<file path="src/rtl/exec_unit.sv">
`default_nettype none
// exec_unit: integer execute stage with single-cycle base ALU ops and an optional
// iterative multiply/divide unit enabled by EXEC_UNIT_MULDIV_EN.
module exec_unit #(
  parameter int WIDTH = 32,
  parameter int SHW   = $clog2(WIDTH)
) (
  input  logic             clk,
  input  logic             resetn,
  input  logic             in_valid,
  output logic             in_ready,
  input  logic [2:0]       op_funct3,
  input  logic             op_alt,
  input  logic             op_m,
  input  logic [WIDTH-1:0] x,
  input  logic [WIDTH-1:0] y,
  output logic             out_valid,
  input  logic             out_ready,
  output logic [WIDTH-1:0] out,
  output logic             out_err,
  output logic             busy
);
  logic                    accept;
  logic [WIDTH-1:0]        alu_res;
  logic signed [WIDTH-1:0] sra_res;
  logic [WIDTH-1:0]        out_q, out_d;
  logic                    out_valid_q, out_valid_d;
  logic                    out_err_q, out_err_d;
  logic                    m_load, m_err;
  logic [WIDTH-1:0]        m_res;

  assign in_ready  = !resetn && !busy && (!out_valid_q || out_ready);
  assign accept    = in_valid && in_ready;
  assign out       = out_q;
  assign out_valid = out_valid_q;
  assign out_err   = out_err_q;

  // Kept as its own signed signal so the arithmetic shift is not made unsigned by context.
  assign sra_res = $signed(x) >>> y[SHW-1:0];

  always_comb begin : alu
    alu_res = '0;
    case (op_funct3)
      3'b000:  alu_res = op_alt ? (x - y) : (x + y);
      3'b001:  alu_res = x << y[SHW-1:0];
      3'b010:  alu_res = {{(WIDTH-1){1'b0}}, ($signed(x) < $signed(y))};
      3'b011:  alu_res = {{(WIDTH-1){1'b0}}, (x < y)};
      3'b100:  alu_res = x ^ y;
      3'b101: begin
        if (op_alt) alu_res = sra_res;
        else        alu_res = x >> y[SHW-1:0];
      end
      3'b110:  alu_res = x | y;
      default: alu_res = x & y;
    endcase
  end

`ifdef EXEC_UNIT_MULDIV_EN
  typedef enum logic [1:0] {S_IDLE, S_MUL, S_DIV, S_DONE} state_e;
  state_e             state_q, state_d;
  logic [2*WIDTH-1:0] p_q, p_d, prod;
  logic [WIDTH-1:0]   a_q, a_d, x_q, x_d;
  logic [2:0]         f_q, f_d;
  logic               neg_q, neg_d, yz_q, yz_d;
  logic [SHW-1:0]     cnt_q, cnt_d;
  logic               x_sgn, y_sgn, x_neg, y_neg;
  logic [WIDTH-1:0]   x_mag, y_mag, div_mag, div_res;
  logic [WIDTH:0]     mul_sum, div_sh, div_diff;

  // Operate on magnitudes; the result sign is reapplied in DONE.
  assign x_sgn   = (op_funct3 == 3'b001) || (op_funct3 == 3'b010) ||
                   (op_funct3 == 3'b100) || (op_funct3 == 3'b110);
  assign y_sgn   = (op_funct3 == 3'b001) || (op_funct3 == 3'b100) || (op_funct3 == 3'b110);
  assign x_neg   = x_sgn && x[WIDTH-1];
  assign y_neg   = y_sgn && y[WIDTH-1];
  assign x_mag   = x_neg ? -x : x;
  assign y_mag   = y_neg ? -y : y;

  // p_q holds {acc, multiplier} for MUL and {remainder, quotient} for DIV.
  assign mul_sum  = {1'b0, p_q[2*WIDTH-1:WIDTH]} + (p_q[0] ? {1'b0, a_q} : '0);
  assign div_sh   = {p_q[2*WIDTH-1:WIDTH], p_q[WIDTH-1]};
  assign div_diff = div_sh - {1'b0, a_q};

  assign prod    = neg_q ? -p_q : p_q;
  assign div_mag = f_q[1] ? p_q[2*WIDTH-1:WIDTH] : p_q[WIDTH-1:0];
  assign div_res = neg_q ? -div_mag : div_mag;

  always_comb begin : m_result
    m_res = div_res;
    if (!f_q[2])   m_res = (f_q[1:0] == 2'b00) ? prod[WIDTH-1:0] : prod[2*WIDTH-1:WIDTH];
    else if (yz_q) m_res = f_q[1] ? x_q : '1;
  end

  assign m_load = (state_q == S_DONE);
  assign m_err  = 1'b0;
  assign busy   = (state_q != S_IDLE);

  always_comb begin : fsm_next
    state_d = state_q;
    p_d     = p_q;
    a_d     = a_q;
    x_d     = x_q;
    f_d     = f_q;
    neg_d   = neg_q;
    yz_d    = yz_q;
    cnt_d   = cnt_q;
    case (state_q)
      S_IDLE: begin
        if (accept && op_m) begin
          state_d = op_funct3[2] ? S_DIV : S_MUL;
          a_d     = op_funct3[2] ? y_mag : x_mag;
          p_d     = {{WIDTH{1'b0}}, (op_funct3[2] ? x_mag : y_mag)};
          x_d     = x;
          f_d     = op_funct3;
          neg_d   = (op_funct3 == 3'b110) ? x_neg : (x_neg ^ y_neg);
          yz_d    = (y == '0);
          cnt_d   = '0;
        end
      end
      S_MUL, S_DIV: begin
        if (state_q == S_MUL)    p_d = {mul_sum, p_q[WIDTH-1:1]};
        else if (!div_diff[WIDTH]) p_d = {div_diff[WIDTH-1:0], p_q[WIDTH-2:0], 1'b1};
        else                     p_d = {div_sh[WIDTH-1:0], p_q[WIDTH-2:0], 1'b0};
        cnt_d = cnt_q + SHW'(1);
        if (cnt_q == SHW'(WIDTH-1)) state_d = S_DONE;
      end
      default: state_d = S_IDLE;
    endcase
  end

  always_ff @(posedge clk or posedge resetn) begin
    if (resetn) begin
      state_q <= S_IDLE;
      p_q     <= '0;
      a_q     <= '0;
      x_q     <= '0;
      f_q     <= '0;
      neg_q   <= 1'b0;
      yz_q    <= 1'b0;
      cnt_q   <= '0;
    end else begin
      state_q <= state_d;
      p_q     <= p_d;
      a_q     <= a_d;
      x_q     <= x_d;
      f_q     <= f_d;
      neg_q   <= neg_d;
      yz_q    <= yz_d;
      cnt_q   <= cnt_d;
    end
  end
`else
  assign m_load = accept && op_m;
  assign m_res  = '0;
  assign m_err  = 1'b1;
  assign busy   = 1'b0;
`endif

  always_comb begin : out_next
    out_d       = out_q;
    out_valid_d = out_valid_q;
    out_err_d   = out_err_q;
    if (out_valid_q && out_ready) out_valid_d = 1'b0;
    if (accept && !op_m) begin
      out_d       = alu_res;
      out_err_d   = 1'b0;
      out_valid_d = 1'b1;
    end else if (m_load) begin
      out_d       = m_res;
      out_err_d   = m_err;
      out_valid_d = 1'b1;
    end
  end

  always_ff @(posedge clk or posedge resetn) begin
    if (resetn) begin
      out_q       <= '0;
      out_valid_q <= 1'b0;
      out_err_q   <= 1'b0;
    end else begin
      out_q       <= out_d;
      out_valid_q <= out_valid_d;
      out_err_q   <= out_err_d;
    end
  end
endmodule
`default_nettype wire

</file>
<file path="config.mk">
export PLATFORM = sky130hd
export DESIGN_NAME = exec_unit
export DESIGN_NICKNAME = d
export VERILOG_FILES = /design/src/rtl/exec_unit.sv
export SDC_FILE = /design/constraint.sdc
export NUM_CORES = 1
export LEC_CHECK = 0
export CORE_MARGIN = 2
export CORE_UTILIZATION = 58
export CTS_CLUSTER_DIAMETER = 80
export DETAILED_ROUTE_END_ITERATION = 8
export PLACE_DENSITY = 0.82
export SYNTH_ARGS = -nofsm -noshare
export SYNTH_HDL_FRONTEND = slang
export SYNTH_SLANG_ARGS = --single-unit
</file>
<file path="constraint.sdc">
create_clock -name clk -period 2 [get_ports clk]
set_clock_uncertainty 0.15 [all_clocks]
set_input_delay 0.3 -clock clk [delete_from_list [all_inputs] [get_ports clk]]
set_output_delay 0.3 -clock clk [all_outputs]
set_load 0.01 [all_outputs]
</file>
==> impl_metrics.sql, run 1 <==
INSERT INTO impl_metrics (metric_group, metric, value, unit) VALUES
('yosys', 'ys_seq_elements', '34', ''),
('yosys', 'main_combinational_cell_family_by_area_after_synthesis', 'compound AO/OA/AOI/OAI gates', ''),
('place', 'post_place_instance_area', '14700', 'sq um'),
('clocking', 'tritoncts.num_buffers', '5', ''),
('yosys', 'muxShareOfSynthArea', '16.7', '%'),
('yosys', 'post-synth-top-area-fraction', '12.0', '%'),
('yosys', 'yosys-top-cells-count', 'sky130_fd_sc_hd__nor2_1 (154), sky130_fd_sc_hd__a21oi_1 (133), sky130_fd_sc_hd__nand2_1 (122)', ''),
('clocking', 'cts.sinks', '34', ''),
('yosys', 'synth_enable_flop_cells', '0', ''),
('yosys', 'syn-num-nets', '1571', ''),
('place', 'hpwlAfterDp', '40200', 'microns'),
('place', 'place_congestion', '1.30', ''),
('die', 'die_width', '136', 'microns'),
('clocking', 'number_of_buffers_added_to_fix_hold_violations_after_cts', '0', ''),
('yosys', 'synth_sequential_area_ratio', '8.39', '%'),
('yosys', 'synth_area', '10100', 'sq um'),
('yosys', 'synth.most_common_cell', 'sky130_fd_sc_hd__nor2_1', ''),
('clocking', 'ctsRootBufferMaster', 'sky130_fd_sc_hd__clkbuf_16', ''),
('yosys', 'postSynth.topFlopCell', 'sky130_fd_sc_hd__dfrtp_1', ''),
('die', 'top_level_ports', '109', ''),
('outcome', 'error_message', '[ERROR DPL-0038] Utilization greater than 100%, impossible to legalize', ''),
('clocking', 'post-cts-setup-buffer-count', '77', ''),
('yosys', 'synth.yosys.warnings', '0', ''),
('yosys', 'asyncSetResetFlopFracSynth', '100', '%'),
('yosys', 'synth-xor-area-share', '2.51', '%'),
('yosys', 'yosys.area_share.adder', '12.4', '%'),
('die', 'initial_utilization', '59.0', '%'),
('yosys', 'compound_gate_portion_of_the_synthesized_area', '33.0', '%'),
('clocking', 'htree_levels', '2', ''),
('outcome', 'stop_stage', 'clock tree synthesis (4_1_cts)', ''),
('yosys', 'synth-simple-area-share', '17.9', '%'),
('die', 'rows', '48', ''),
('die', 'die_height', '136', 'microns'),
('outcome', 'outcome', 'did not finish', ''),
('yosys', 'netlist_instances', '1399', ''),
('yosys', 'netlist_top_cells_area', 'sky130_fd_sc_hd__ha_1 (12%), sky130_fd_sc_hd__mux4_2 (10%), sky130_fd_sc_hd__dfrtp_1 (8.4%)', ''),
('yosys', 'syn_area_per_cell', '7.25', 'sq um'),
('place', 'dpl.cell_count', '2078', ''),
('place', 'placement.io_buffers', '107', ''),
('clocking', 'cts_resized', '569', ''),
('yosys', 'synthDominantAreaCellType', 'sky130_fd_sc_hd__ha_1', ''),
('clocking', 'maximum_number_of_buffers_from_clock_root_to_sink', '2', ''),
('yosys', 'number_of_distinct_library_cells_after_synthesis', '86', '');
-- kinds of logic after synthesis --
family / after synthesis
AO/OA/AOI/OAI: 500
AND/OR/NAND/NOR: 407
buffers and inverters: 221
multiplexers: 108
adder cells (fa/ha/maj): 99
flip-flops: 34
XOR/XNOR: 29
other: 1
-- metrics by stage --
step           setup WS, ps  util, %
2_1_floorplan         -1010        -
3_3_place_gp          -1510     85.4
3_5_place_dp          -1660     85.4
==> run 2: changes to the inputs <==
--- a/config.mk
+++ b/config.mk
@@ -6,10 +6,9 @@
 export NUM_CORES = 1
 export LEC_CHECK = 0
 export CORE_MARGIN = 2
-export CORE_UTILIZATION = 58
-export CTS_CLUSTER_DIAMETER = 80
+export CORE_UTILIZATION = 40
 export DETAILED_ROUTE_END_ITERATION = 8
-export PLACE_DENSITY = 0.82
+export PLACE_DENSITY_LB_ADDON = 0.15
 export SYNTH_ARGS = -nofsm -noshare
 export SYNTH_HDL_FRONTEND = slang
 export SYNTH_SLANG_ARGS = --single-unit
==> run 2 against run 1 <==
Compared with the run above:
- the flow now finishes, with violations (negative setup slack)
- area after synthesis did not move
- synthesized cell count did not move
==> impl_metrics.sql, run 2 <==
INSERT INTO impl_metrics (metric_group, metric, value, unit) VALUES
('yosys', 'asyncSetResetFlopFracSynth', '100', '%'),
('clocking', 'cts_tree', 'yes', ''),
('global_route', 'use_met2', '71.6', '%'),
('global_route', 'maximum_number_of_pins_on_one_net_before_global_route_repair', '79', ''),
('power', 'max-vdd-ir-drop', '0.425', 'mV'),
('global_route', 'grt_usage', '43.8', '%'),
('yosys', 'synth.most_common_cell', 'sky130_fd_sc_hd__nor2_1', ''),
('die', 'die_width', '163', 'microns'),
('layout', 'filler_cell_count', '1879', ''),
('route', 'totalWireLength', '62300', 'microns'),
('setup_path', 'crit_path_max_fanout', '7', ''),
('power', 'power.leakage', '0.00826', 'uW'),
('yosys', 'syn_area_per_cell', '7.25', 'sq um'),
('route', 'post_drt_wl_per_cell', '26.4', 'microns'),
('setup_path', 'criticalPathCategory', 'in -> reg', ''),
('route', 'ant_nets', '0', ''),
('route', 'viasPerCell', '6.36', ''),
('clocking', 'cts.reportedPaths.clkPinSlew', '60', 'ps'),
('global_route', 'grt_use_met1', '53.4', '%'),
('timing', 'rsz0062_at_grt', 'yes', ''),
('timing', 'setup_viol', '32', ''),
('yosys', 'synth.yosys.warnings', '0', ''),
('die', 'top_level_ports', '109', ''),
('global_route', 'grt_first_pass_wirelength', '87400', 'microns'),
('clocking', 'clk_latency_worst_skew_pair', '290', 'ps'),
('place', 'placement.io_buffers', '107', ''),
('timing', 'final_max_slew_viol_count', '0', ''),
('timing', 'timing.final.crit_period', '2790', 'ps'),
('yosys', 'postSynth.topFlopCell', 'sky130_fd_sc_hd__dfrtp_1', ''),
('die', 'rows', '58', ''),
('clocking', 'number_of_buffers_added_to_fix_hold_violations_after_cts', '0', ''),
('setup_path', 'startpoint_type', 'input port', ''),
('yosys', 'yosys-top-cells-count', 'sky130_fd_sc_hd__nor2_1 (154), sky130_fd_sc_hd__a21oi_1 (133), sky130_fd_sc_hd__nand2_1 (122)', ''),
('yosys', 'netlist_top_cells_area', 'sky130_fd_sc_hd__ha_1 (12%), sky130_fd_sc_hd__mux4_2 (10%), sky130_fd_sc_hd__dfrtp_1 (8.4%)', ''),
('clocking', 'maximum_number_of_buffers_from_clock_root_to_sink', '2', ''),
('route', 'drt_first_pass_iters', '6', ''),
('clocking', 'tritoncts.num_buffers', '5', ''),
('layout', 'final_net_count', '2199', ''),
('global_route', 'grt_most_used_layer', 'met2', ''),
('route', 'dr_total_vias', '15002', ''),
('yosys', 'synth_sequential_area_ratio', '8.39', '%'),
('layout', 'post_route_cells_drive_above_1_share', '53.0', '%'),
('die', 'initial_utilization', '40.5', '%'),
('yosys', 'synth_area', '10100', 'sq um'),
('timing', 'fmaxAchievable', '0.358', 'GHz'),
('yosys', 'syn-num-nets', '1571', ''),
('layout', 'antennaDiodeCount', '0', ''),
('timing', 'timing.final.hold_violations', '0', ''),
('timing', 'timing.slew.headroom', '51.8', '%'),
('global_route', 'overflow', '0', ''),
('place', 'place_congestion', '1.05', ''),
('layout', 'mostFrequentLayoutCell', 'sky130_fd_sc_hd__buf_4', ''),
('setup_path', 'worst-endpoint-arrival', '2820', 'ps'),
('setup_path', 'required', '2030', 'ps'),
('layout', 'layout_common_cells', 'sky130_fd_sc_hd__buf_4 (523), sky130_fd_sc_hd__nor2_1 (128), sky130_fd_sc_hd__nand2_1 (114), sky130_fd_sc_hd__a21oi_1 (90), sky130_fd_sc_hd__buf_6 (83)', ''),
('die', 'placeableCoreArea', '25000', 'sq um'),
('clocking', 'htree_levels', '2', ''),
('clocking', 'cts.sinks', '34', ''),
('layout', 'flow.area_growth_from_synthesis', '84.8', '%'),
('yosys', 'synth_enable_flop_cells', '0', ''),
('yosys', 'ys_seq_elements', '34', ''),
('timing', 'finalWorstSetupSlack', '-792', 'ps'),
('outcome', 'outcome', 'finished, violations left', ''),
('outcome', 'failed_checks', 'negative setup slack', ''),
('global_route', 'grt_antenna_before_repair', '0', ''),
('route', 'route.detailed.drc', '0', ''),
('yosys', 'synthDominantAreaCellType', 'sky130_fd_sc_hd__ha_1', ''),
('timing', 'post-route-period-util', '140', '%'),
('run', 'max-cap-violations', '0', ''),
('route', 'initial_drc_count', '2120', ''),
('global_route', 'grt_pass1_vias', '14242', ''),
('clocking', 'ctsRootBufferMaster', 'sky130_fd_sc_hd__clkbuf_16', ''),
('layout', 'largest_register_ff_count', '32', ''),
('hold_path', 'hold_class', 'reg -> reg', ''),
('yosys', 'post-synth-top-area-fraction', '12.0', '%'),
('power', 'totalPowerFinal', '7400', 'uW'),
('setup_path', 'end_kind', 'register', ''),
('die', 'die_height', '163', 'microns'),
('die', 'die_area', '26600', 'sq um'),
('place', 'hpwlAfterDp', '44400', 'microns'),
('yosys', 'netlist_instances', '1399', ''),
('power', 'cellPowerDensity', '395', 'nW/um^2'),
('yosys', 'number_of_distinct_library_cells_after_synthesis', '86', ''),
('global_route', 'grt_util_met3', '9.34', '%'),
('timing', 'worst_pin_slew', '724', 'ps'),
('timing', 'finalSetupTns', '-19160', 'ps');
[run 2: cell counts after synthesis]
No cell type changed its count.
[run 2: layer usage]
metal / share of wire (%) / vias up
met1: 37 / 7183
met4: 7.5 / 0
met5: 0 / -
met2: 46 / 1087
li1: - / 6463
met3: 10 / 269
[run 2: worst max-delay path: stages]
cell and delay (ps):
sky130_fd_sc_hd__buf_8 100, sky130_fd_sc_hd__inv_6 70, sky130_fd_sc_hd__ha_4 210, sky130_fd_sc_hd__buf_4 130, sky130_fd_sc_hd__buf_8 120, sky130_fd_sc_hd__buf_6 120
sky130_fd_sc_hd__a2111oi_4 390, sky130_fd_sc_hd__o21ai_4 120, sky130_fd_sc_hd__nand3_2 110, sky130_fd_sc_hd__o21ai_4 80, sky130_fd_sc_hd__a41o_1 290, sky130_fd_sc_hd__or4_1 480
sky130_fd_sc_hd__nand4_1 100, sky130_fd_sc_hd__xnor2_1 120, sky130_fd_sc_hd__o21ai_1 70
[run 2: path summary, 6_finish.rpt]
kind / from / cells past startpoint / endpoint / slack (ps)
setup / recovery: x[6] / 15 / out[29]$_DFFE_PP0P_ / -790
hold / removal: out[11]$_DFFE_PP0P_ / 1 / out[11]$_DFFE_PP0P_ / 320
setup reg to reg: out_valid$_DFFE_PP0P_ / 10 / out[0]$_DFFE_PP0P_ / -130
hold reg to reg: out[11]$_DFFE_PP0P_ / 1 / out[11]$_DFFE_PP0P_ / 320
max in group asynchronous: resetn / 3 / out[0]$_DFFE_PP0P_ / 940
min in group asynchronous: resetn / 3 / out[13]$_DFFE_PP0P_ / 380
[run 2: through the flow]
stage	cells	cell area, sq um	hold WS [ps]	setup slack [ps]	util, %
after floorplan	1399	10500	95.0	-1010	-
after global placement	2226	15200	311	-1840	60.6
after detailed placement	2226	15200	315	-1890	60.6
after CTS	2325	17800	325	-700	71.2
after global routing	2358	18700	343	-852	74.8
final	2358	18700	325	-792	74.8
[run 2: logic make-up after synthesis]
logic type                 count (synthesis)  synth area share (%)
AOI/OAI and AO/OA                        500                  33.0
xor gates and xnor gates                  29                  2.51
adders and majority gates                 99                  12.4
buffers and inverters                    221                  9.13
DFF                                       34                  8.39
muxes                                    108                  16.7
other                                      1                0.0370
and+or+nand+nor                          407                  17.9
[run 2: cell type report]
cell class	instances	area (sq um)	area share, %
clock inverter	1	5.00	0.0267
clock buffer	7	143	0.761
sequential	34	851	4.54
multi-input combinational	1144	10400	55.4
timing repair buffer	740	6510	34.7
inverter	102	443	2.36
tap	330	413	2.20
[run 2: power by group]
part	switching, uW	internal [uW]
combinational	2900	2790
sequential	63.4	781
clock	368	496
total	3330	4070
[run 2: repair_timing]
item	in CTS	in global routing
endpoints found under the setup margin	33	34
gates resized for setup	541	188
pin swaps	152	123
setup buffers	88	43
gates cloned	11	0
No activity file was read; power rests on OpenSTA's default activity.
